## src/rtl/uart_arb_pkg.sv

```systemverilog
// Shared types and constants for the UART TX arbiter and its round-robin selector.
package uart_arb_pkg;

    typedef enum logic [1:0] {
        IDLE  = 2'd0,
        START = 2'd1,
        WAIT  = 2'd2
    } arb_state_t;

    localparam int DEFAULT_TIMEOUT_CYCLES = 200000;

    function automatic int grant_w(input int n);
        return (n > 1) ? $clog2(n) : 1;
    endfunction

endpackage

```

## src/rtl/rr_pick.sv

```systemverilog
// Combinational round-robin selector: first set valid bit scanning upward from ptr+1 with wrap.
module rr_pick #(
    parameter int N  = 4,
    parameter int IW = 2
) (
    input  logic [N-1:0]  valid,
    input  logic [IW-1:0] ptr,
    output logic          any,
    output logic [IW-1:0] winner
);

    logic [IW-1:0] idx;

    // Walk from the farthest candidate back to ptr+1 so the nearest set bit wins last.
    always_comb begin
        any    = |valid;
        winner = '0;
        idx    = '0;
        for (int i = N; i >= 1; i--) begin
            idx = IW'((int'(ptr) + i) % N);
            if (valid[idx]) winner = idx;
        end
    end

endmodule

```

## src/rtl/uart_tx_arbiter.sv

```systemverilog
// Round-robin arbiter sharing one UART TX among NUM_REQ byte sources.
// Optional watchdog on the TX done pulse is enabled with `define UART_ARB_TIMEOUT_EN.
module uart_tx_arbiter
    import uart_arb_pkg::*;
#(
    parameter int NUM_REQ        = 4,
    parameter int DATA_W         = 8,
    parameter int TIMEOUT_CYCLES = DEFAULT_TIMEOUT_CYCLES
) (
    input  logic                        i_clk,
    input  logic                        i_aresetn,
    input  logic [NUM_REQ-1:0]          i_req_valid,
    input  logic [NUM_REQ*DATA_W-1:0]   i_req_data,
    output logic [NUM_REQ-1:0]          o_req_ready,
    output logic                        o_tx_start,
    output logic [DATA_W-1:0]           o_tx_data,
    input  logic                        i_tx_done,
    output logic                        o_busy,
    output logic [grant_w(NUM_REQ)-1:0] o_grant_id,
    output logic                        o_timeout,
    output arb_state_t                  o_state
);

    localparam int ID_W = grant_w(NUM_REQ);

    arb_state_t        state_q, state_d;
    logic [ID_W-1:0]   ptr_q;
    logic [ID_W-1:0]   grant_q;
    logic [DATA_W-1:0] tx_data_q;
    logic              pick_any;
    logic [ID_W-1:0]   pick_id;
    logic              expire;
    logic [DATA_W-1:0] req_bytes [NUM_REQ];

    for (genvar k = 0; k < NUM_REQ; k++) begin : g_unpack
        assign req_bytes[k] = i_req_data[k*DATA_W +: DATA_W];
    end

    rr_pick #(.N(NUM_REQ), .IW(ID_W)) u_pick (
        .valid  (i_req_valid),
        .ptr    (ptr_q),
        .any    (pick_any),
        .winner (pick_id)
    );

    always_comb begin
        state_d     = state_q;
        o_req_ready = '0;
        o_tx_start  = 1'b0;
        case (state_q)
            IDLE: begin
                if (pick_any) begin
                    o_req_ready[pick_id] = 1'b1;
                    state_d              = START;
                end
            end
            START: begin
                o_tx_start = 1'b1;
                state_d    = WAIT;
            end
            WAIT: begin
                if (i_tx_done || expire) state_d = IDLE;
            end
            default: state_d = IDLE;
        endcase
    end

    always_ff @(posedge i_clk) begin
        if (!i_aresetn) begin
            state_q   <= IDLE;
            ptr_q     <= ID_W'(NUM_REQ - 1);
            grant_q   <= '0;
            tx_data_q <= '0;
        end else begin
            state_q <= state_d;
            if (state_q == IDLE && pick_any) begin
                tx_data_q <= req_bytes[pick_id];
                grant_q   <= pick_id;
            end
            if (state_q == WAIT && (i_tx_done || expire)) ptr_q <= grant_q;
        end
    end

`ifdef UART_ARB_TIMEOUT_EN
    localparam int CNT_W = (TIMEOUT_CYCLES > 1) ? $clog2(TIMEOUT_CYCLES) : 1;

    logic [CNT_W-1:0] wait_cnt_q;
    logic             timeout_q;

    assign expire = (state_q == WAIT) && (wait_cnt_q == CNT_W'(TIMEOUT_CYCLES - 1));

    // A done pulse coinciding with expiry is treated as a normal completion.
    always_ff @(posedge i_clk) begin
        if (!i_aresetn) begin
            wait_cnt_q <= '0;
            timeout_q  <= 1'b0;
        end else begin
            if (state_q == START) wait_cnt_q <= '0;
            else if (state_q == WAIT) wait_cnt_q <= wait_cnt_q + 1'b1;
            if (expire && !i_tx_done) timeout_q <= 1'b1;
        end
    end

    assign o_timeout = timeout_q;
`else
    logic unused_timeout_cfg;
    assign unused_timeout_cfg = (TIMEOUT_CYCLES > 0);
    assign expire             = 1'b0;
    assign o_timeout          = 1'b0;
`endif

    assign o_tx_data  = tx_data_q;
    assign o_grant_id = grant_q;
    assign o_busy     = (state_q != IDLE);
    assign o_state    = state_q;

endmodule
```

## config.mk

```make
export PLATFORM = sky130hd
export DESIGN_NAME = uart_tx_arbiter
export DESIGN_NICKNAME = d
export VERILOG_FILES = /design/src/rtl/uart_arb_pkg.sv /design/src/rtl/rr_pick.sv /design/src/rtl/uart_tx_arbiter.sv
export SDC_FILE = /design/constraint.sdc
export NUM_CORES = 1
export LEC_CHECK = 0
export CAP_MARGIN = 10
export CELL_PAD_IN_SITES_DETAIL_PLACEMENT = 1
export CELL_PAD_IN_SITES_GLOBAL_PLACEMENT = 1
export CORE_MARGIN = 5
export CORE_UTILIZATION = 26
export CTS_CLUSTER_DIAMETER = 30
export DETAILED_ROUTE_END_ITERATION = 7
export PLACE_DENSITY = 0.86
export SYNTH_ARGS = -nofsm -noshare
export SYNTH_HDL_FRONTEND = slang
export SYNTH_HIERARCHICAL = 1
export SYNTH_SLANG_ARGS = --single-unit
```

## constraint.sdc

```tcl
create_clock -name i_clk -period 4 [get_ports i_clk]
set_input_delay 0.8 -clock i_clk [delete_from_list [all_inputs] [get_ports i_clk]]
set_output_delay 0.8 -clock i_clk [all_outputs]
set_load 0.03 [all_outputs]
```

# --- Word level (Yosys, flattened, before mapping) ---
# Cells that the tools add are included.
totals:
  output_inout_bits: 19
  regBits: 14
  elab_cells: 50
  in_bits: 39
op_classes:
  bitwise_logic: 1
  eq_ne: 4
  addsub: 4
  n_mux: 23
  n_lt_le_gt_ge: 7
  n_reduce_logical: 7
op_table:
  columns: ["op", "count"]
  rows:
  - ["8-bit binary-select mux with 2-bit select", 1]
  - ["8-bit 2-to-1 mux", 2]
  - ["2-bit by 3-bit less-than comparator with 1-bit output (second input constant)", 5]
  - ["2-bit 2-to-1 mux", 6]
  - ["1-bit binary-select mux with 2-bit select", 4]
  - ["4-bit 2-to-1 mux", 2]
  - ["1-bit 2-to-1 mux", 6]
  - ["2-bit one-hot mux with 3 select lines", 1]
  - ["2-bit by 1-bit adder with 2-bit output (second input constant)", 2]
  - ["2-bit adder (second input constant)", 2]
  - ["2-bit != test (second input constant)", 2]
  - ["4-bit OR reduction", 1]
  - ["3-bit greater-or-equal comparator (second input constant)", 1]
  - ["1-bit logical AND", 3]
  - ["2-bit NOT with 3-bit output", 1]
  - ["1-bit demux with 2-bit select", 1]
  - ["2-bit by 1-bit == test with 1-bit output (second input constant)", 1]
  - ["2-bit == test (second input constant)", 1]
  - ["2-bit by 1-bit greater-or-equal comparator with 1-bit output (second input constant)", 1]
  - ["2-bit zero test", 1]
  - ["2-bit AND reduction", 1]
  - ["2-bit nonzero test", 1]

# --- Longest topological paths before layout ---
# Gate-level depths: netlist (run 1).
logic_depth:
  word_depth: 13
  depth_mapped: 6
  ltp_nobuf: 5

# --- Hierarchy ---
# Netlist (run 1), hierarchy kept.
modules_own_cells:
  columns: ["mod", "seq_area_each_um2", "cells_per_inst", "area_each_um2", "instances"]
  rows:
  - ["uart_tx_arbiter", 280.3, 67, 754.5, 1]
  - ["rr_pick", 0.0, 14, 91.3, 1]

# --- Worst setup path after synthesis (run 1) ---
# OpenSTA, ideal clock, no wires.
synth_path:
  path_type: "input-to-output"
  from: "in i_req_valid[0]"
  to: "out o_req_ready[2]"
  path_stages: 5
  path_slack_ns: 1.013
  required_time_ns: 3.200
  path_buffers: 1
  t_arrival_ns: 2.187
  path_cell_list: "a21oi_1 -> a31oi_1 -> a21oi_1 -> buf_2 -> nor3b_1"
synth_via:
  elab_chain_len: 12
  word_cells_on_any_way: 20
  classes_between: "2 x order compare; 16 x mux; 2 x reduce/logical"
synth_rtl:
  columns: ["item", "line", "source"]
  rows:
  - ["from (decl)", "uart_tx_arbiter.sv:12", "input logic [NUM_REQ-1:0] i_req_valid,"]
  - ["1-bit binary-select mux with 2-bit select", "rr_pick.sv:21", "if (valid[idx]) winner = idx;"]
  - ["1-bit 2-to-1 mux (implied by the code)", "rr_pick.sv:21", null]
  - ["2-bit 2-to-1 mux (3 in a row)", "rr_pick.sv:21", null]
  - ["2-bit 2-to-1 mux (*)", "rr_pick.sv:21", null]
  - ["net pick_id[1]", "uart_tx_arbiter.sv:31", "logic [ID_W-1:0] pick_id;"]
  - ["2-bit by 3-bit less-than comparator with 1-bit output (implied by the code) or 2-bit by 1-bit greater-or-equal comparator with 1-bit output (tied branches)", "uart_tx_arbiter.sv:53", "o_req_ready[pick_id] = 1'b1;"]
  - ["1-bit logical AND (implied by the code)", "uart_tx_arbiter.sv:53", null]
  - ["1-bit 2-to-1 mux (implied by the code)", "uart_tx_arbiter.sv:53", null]
  - ["1-bit demux with 2-bit select (*)", "uart_tx_arbiter.sv:53", null]
  - ["4-bit 2-to-1 mux (*)", "uart_tx_arbiter.sv:52", "if (pick_any) begin"]
  - ["4-bit 2-to-1 mux (*)", "uart_tx_arbiter.sv:50", "case (state_q)"]
  - ["to (decl)", "uart_tx_arbiter.sv:14", "output logic [NUM_REQ-1:0] o_req_ready,"]
# Mark *: on every way through the listed nets, which the timed path passes. The rest lies on a longest branch. The select of a mux whose other input is x is not followed.

# --- Final worst setup path (run 1) ---
layout_path:
  from: "in i_req_valid[1]"
  to: "out o_req_ready[0]"
layout_via:
  word_cells_on_any_way: 20
  classes_between: "2 x order compare; 16 x mux; 2 x reduce/logical"
layout_rtl:
  columns: ["item", "line", "source"]
  rows:
  - ["4-bit OR reduction", "rr_pick.sv:16", "any = |valid;"]
  - ["net pick_any", "uart_tx_arbiter.sv:30", "logic pick_any;"]
  - ["4-bit 2-to-1 mux", "uart_tx_arbiter.sv:52", null]
  - ["4-bit 2-to-1 mux", "uart_tx_arbiter.sv:50", null]
# The timed path passes the listed nets, and every way through them passes these cells. The select of a mux whose other input is x is not followed.

==> flow_summary.ini, run 1 <==
[run_status]
status = completed

[route]
drt-initial-drc-count = 28
routed_wirelength_mm = 2.86
drtAntennaViolNets = 0
first_pass_iters = 4
drc = 0
wl_per_cell_um = 15.6
vias = 878
viasPerCell = 4.80

[cts]
post_cts_buffers = 0
clk_pin_slew_worst_paths_ps = 90
cts_buffers = 3
tritoncts = yes
cts_root_buf = clkbuf_4
cts_resized = 0
htreeDepth = 1
hold_buffers = 0
clock_sinks = 14
max-clock-path-buffers = 2
clk_latency_ps = 270

[timing]
setup-tns-final_ps = 0
post-route-period-util_pct = 90.8
slew_violations = 0
skew_ps = 1.57
fmax_mhz = 275
layout_setup_ws_ps = 366
fin_crit_ps = 3630
final-hold-violation-count = 0
setup_viol = 0
whs_ps = 470
rsz0062_at_grt = false

[floorplan]
die_area_mm2 = 0.00449
core_area_mm2 = 0.00308
start_util_pct = 27.5
dieHeight_um = 67.0
io_pins = 58
fp-row-count = 20
die_w_um = 67.0

[cells_and_area]
postLayoutCoreUtil_pct = 48.3
antenna_cells = 0
final_area_mm2 = 0.00149
drive_above_1_share_pct = 15.8
final.fill_count = 366
areaGrowthSynthToFinish_pct = 75.6
nNetsFinal = 179

[yosys]
ys_types = 29
synth_top_area_share_pct = 33.1
yosysMostFrequentCell = nand2_1
yosysSeqAreaShare_pct = 33.1
synth_edf_count = 0
synth.avg_cell_area_um2 = 10.4
synth_xor_area_share_pct = 0
synth_nets = 120
synth_top_family_by_area = multiplexers
synth_area_um2 = 846
yosysWarnings = 6
synth_commonest_cells = nand2_1 (15), dfxtp_1 (14), o2bb2ai_1 (8)
synthCells = 81
synth-compound-area-share_pct = 15.7
yosysTopAreaCell = dfxtp_1
synth-simple-area-share_pct = 20.1
synthTopCellsByArea = dfxtp_1 (33%), mux4_2 (16%), o2bb2ai_1 (8.3%)
ys_dominant_reg_cell = dfxtp_1
synthAdderAreaFrac_pct = 0
async_flop_share_pct = 0
synth-seq-cells = 14
synth.mux.area_fraction_pct = 25.7

[grt]
grt_pass1_wl_mm = 4.66
grt_max_degree = 15
grtUsageTotal_pct = 13.9
grt.overflow.total = 0
antenna_found_initial = 0
grt_pass1_vias = 1021

[power]
p_per_area_mw_per_mm2 = 320
ir_worst_vdd_mv = 0.128
p_leak_nw = 0.561

[worst_setup_path]
critical_path_class = in2out
cp.required_ps = 3200
worst_ep_arrival_time_ps = 2830
cp-start-kind = input port
crit_fanout = 4
endpoint_kind = output pin

[placed_design]
globalplace.congestion = 0.852
placed_area_mm2 = 0.00145
port_buffers = 56
hpwl_mm = 2.50
pre_cts_ws_ps = 378

[min_path]
min-delay-path-class = reg2reg

[job]
drv_cap = 0
==> path summary, 6_finish.rpt <==
check	slack (ps)	endpoint	from	cells past startpoint
worst min register to register	470	o_tx_data[3]	o_tx_data[3]	2
worst max register to register	1920	o_tx_data[0]	ptr_q[1]	6
worst max-delay path	370	o_req_ready[0]	i_req_valid[1]	6
worst min-delay path	470	o_tx_data[3]	o_tx_data[3]	2
==> per-stage QoR <==
stage / power, W / instances
2_1_floorplan: 0.000282 / 81
3_3_place_gp: 0.000374 / 179
3_5_place_dp: 0.000380 / 179
4_1_cts: 0.000484 / 183
5_1_grt: 0.000500 / 183
6_report: 0.000476 / 183
==> placed cells by master, fill, tap and decap left out, types with 2 or more instances in the layout <==
master	count
mux4_2	6
a21boi_0	2
nor2_1	3
nand2b_1	3
mux2i_1	3
clkbuf_4	3
and2b_1	2
dfxtp_1	14
o2bb2ai_1	8
buf_4	6
nand2_1	15
a21oi_1	2
clkdlybuf4s50_1	54
nor3b_1	2
mux4_1	2
==> final cells by class <==
class / instances / area, µm² / share of cell area, %
timing repair buffer: 60 / 586 / 39.4
clock buffer: 4 / 36.3 / 2.44
tap: 44 / 55.1 / 3.71
sequential: 14 / 280 / 18.9
multi-input combinational: 60 / 524 / 35.3
inverter: 1 / 3.75 / 0.253
==> metal layers <==
layer	global-route usage (%)	routed length, µm
met1	13.8	1040
met2	28.0	1640
met3	2.02	138
met4	5.32	36
met5	0	0
==> report_power, final <==
part | switching [W] | internal [W] | leakage (nW)
combinational | 0.0000975 | 0.000109 | 0.425
clock | 0.0000459 | 0.0000553 | 0.0210
sequential | 0.0000124 | 0.000155 | 0.115
==> registers in the layout (all words and copies together), names as in the netlist <==
register,flops
ptr_q,2
o_grant_id,2
o_tx_data,8
o_state,2
==> kinds of logic (layout without fill, tap and decap cells) <==
logic type	Yosys count	count (layout)
simple gates	32	32
compound gates	16	16
mux	11	11
buf+inv	7	65
other cells	1	1
flops	14	14
==> critical path, cell delays in order <==
cell             delay [ps]
clkdlybuf4s50_1         560
nor2_1                   60
nand2_1                  70
or3b_2                  490
nor3_1                  150
clkdlybuf4s50_1         700
Note: power is estimated with default switching activity, not from simulation.
==> run 2, diff against run 1 <==
--- a/config.mk
+++ b/config.mk
@@ -5,14 +5,16 @@
 export SDC_FILE = /design/constraint.sdc
 export NUM_CORES = 1
 export LEC_CHECK = 0
+export ABC_AREA = 1
 export CAP_MARGIN = 10
 export CELL_PAD_IN_SITES_DETAIL_PLACEMENT = 1
 export CELL_PAD_IN_SITES_GLOBAL_PLACEMENT = 1
 export CORE_MARGIN = 5
-export CORE_UTILIZATION = 26
+export CORE_UTILIZATION = 28
 export CTS_CLUSTER_DIAMETER = 30
+export CTS_CLUSTER_SIZE = 40
 export DETAILED_ROUTE_END_ITERATION = 7
-export PLACE_DENSITY = 0.86
+export PLACE_DENSITY = 0.88
 export SYNTH_ARGS = -nofsm -noshare
 export SYNTH_HDL_FRONTEND = slang
 export SYNTH_HIERARCHICAL = 1
==> flow_summary.ini, run 2 <==
[min_path]
min-delay-path-class = reg2reg
hp-start = o_grant_id[0]

[power]
ir_worst_vdd_mv = 0.169
p_leak_nw = 0.971
total_power_w = 0.000651
p_per_area_mw_per_mm2 = 360

[cells_and_area]
final.fill_count = 561
regArea_um2 = 280
nNetsFinal = 303
antenna_cells = 0
areaGrowthSynthToFinish_pct = 51.2
final_common_cell = nand2_1
fin_cells = 313
multi_input_area_um2 = 654
mostFrequentLayoutCells = nand2_1 (71), clkdlybuf4s50_1 (52), inv_1 (41)
largest_reg_flops = 8
drive_above_1_share_pct = 12.2
final_area_mm2 = 0.00181

[cts]
max-clock-path-buffers = 2
htreeDepth = 1
hold_buffers = 0
post_cts_buffers = 0
tritoncts = yes
clock_sinks = 14
clk_latency_ps = 240
cts_resized = 0
cts_buffers = 3
cts_root_buf = clkbuf_8
clk_pin_slew_worst_paths_ps = 60

[timing]
fmax_mhz = 287
tightest_slew_ps = 514
rsz0062_at_grt = false
skew_ps = 1.02
slew_headroom_pct = 65.7
final-hold-violation-count = 0
setup_viol = 0
slew_violations = 0
setup-tns-final_ps = 0
post-route-period-util_pct = 87.0
fin_crit_ps = 3480
whs_ps = 488

[route]
vias = 1416
routed_wirelength_mm = 3.87
drtAntennaViolNets = 0
drt-initial-drc-count = 49
wl_per_cell_um = 12.4
drc = 0
viasPerCell = 4.52
first_pass_iters = 4

[worst_setup_path]
cp-endpoint = o_req_ready[3]
critical_path_class = in2out
path_depth = 12
crit_family = simple AND/OR/NAND/NOR gates
worst-path-buf-inv = 4
r2r-end = o_tx_data[6]
worst_ep_arrival_time_ps = 2680
r2r_slack_ps = 1480
slowest_delay_ps = 480
crit_chain = clkdlybuf4s50_1 > inv_1 > o21ai_2 > nand2_1 > nand2_2 > inv_1 > nand2_1 > nand2_1 > nand2_1 > nand2_1 > nor2_1 > buf_4
r2r_start = ptr_q[0]
crit_fanout = 11
critPathLaunch = i_req_valid[1]
endpoint_kind = output pin
reg2regPathDepth = 16
crit_top_cell = nand2_1
cp.required_ps = 3200
cp-start-kind = input port
cp_slowest_cell = clkdlybuf4s50_1

[floorplan]
start_util_pct = 29.5
die_w_um = 75.4
io_pins = 58
core_area_mm2 = 0.00406
fp-row-count = 23
dieHeight_um = 75.4
die_area_mm2 = 0.00568

[yosys]
async_flop_share_pct = 0
yosysSeqAreaShare_pct = 23.4
ys_dominant_reg_cell = dfxtp_1
synthTopCellsByArea = dfxtp_1 (23%), nand2_1 (22%), inv_1 (13%)
yosysTopAreaCell = dfxtp_1
synth_area_mm2 = 0.00120
synth-seq-cells = 14
ys_types = 27
yosysWarnings = 6
synth_edf_count = 0
yosysMostFrequentCell = nand2_1
synthCells = 208
synth_nets = 247
synth.avg_cell_area_um2 = 5.75
synth_commonest_cells = nand2_1 (71), inv_1 (41), nand3_1 (27)
synth_top_area_share_pct = 23.4

[grt]
grt_pass1_vias = 1508
grt_max_degree = 17
grtUsageTotal_pct = 14.3
grt_pass1_wl_mm = 6.35
antenna_found_initial = 0
grt.overflow.total = 0

[placed_design]
port_buffers = 56
placed_area_mm2 = 0.00175
hpwl_mm = 3.13
placedCellCount = 309
globalplace.congestion = 0.810

[job]
drv_cap = 0

[run_status]
status = completed
==> run 2: cells by family after synthesis <==
| group | count (synthesis) | synth area share [%] |
|---|---|---|
| flops | 14 | 23.4 |
| buf+inv | 55 | 21.9 |
| compound gates | 16 | 8.16 |
| other cells | 1 | 0.314 |
| simple gates | 122 | 46.2 |
==> run 2: how the worst min path moves through the flow <==
stage | to | slack [ps] | depth (start not counted)
finish | o_grant_id[0] | 490 | 2
CTS | o_grant_id[0] | 490 | 2
global route | ptr_q[1] | 540 | 2
detailed placement | o_grant_id[0] | 480 | 2
global placement | o_grant_id[0] | 480 | 2
floorplan | ptr_q[0] | 460 | 2
==> run 2: area by class of cell <==
type,instances,area share (%)
multi-input cells,139,36.2
repair buffers,59,31.7
flip-flops and latches,14,15.5
inverters,47,10.1
well taps,50,3.46
clock buffers,4,3.04
==> run 2: metal layers <==
layer | global-route usage, % | share of wire [%]
met1 | 16.0 | 43
met2 | 26.7 | 50
met3 | 3.17 | 6.1
met4 | 3.88 | 0.67
met5 | 0 | 0
==> run 2: metrics by stage <==
step                      worst slack, ps  util [%]
after floorplan                       878         -
after global placement                603      43.2
after detailed placement              512      43.2
after CTS                             524      44.6
after global routing                  338      44.6
final                                 519      44.6
==> run 2: worst reg2reg max path: stages, from the launching register on <==
cell and delay [ps]:
dfxtp_1 640, inv_4 110, nand2_4 90, nand2_4 60
nand2_1 110, nand2_2 70, inv_1 60, nand2_1 70
nand2_1 70, nand2_1 260, buf_4 290, inv_2 220
nand2_1 90, nand3_1 90, nand3_1 90, nand2_1 70
inv_1 30
==> run 2: where the power goes <==
group	total (W)	internal, W	switching [W]	leakage, nW
sequential	0.000176	0.000160	0.0000158	0.116
clock	0.000137	0.0000871	0.0000501	0.0288
combinational	0.000338	0.000137	0.000201	0.826
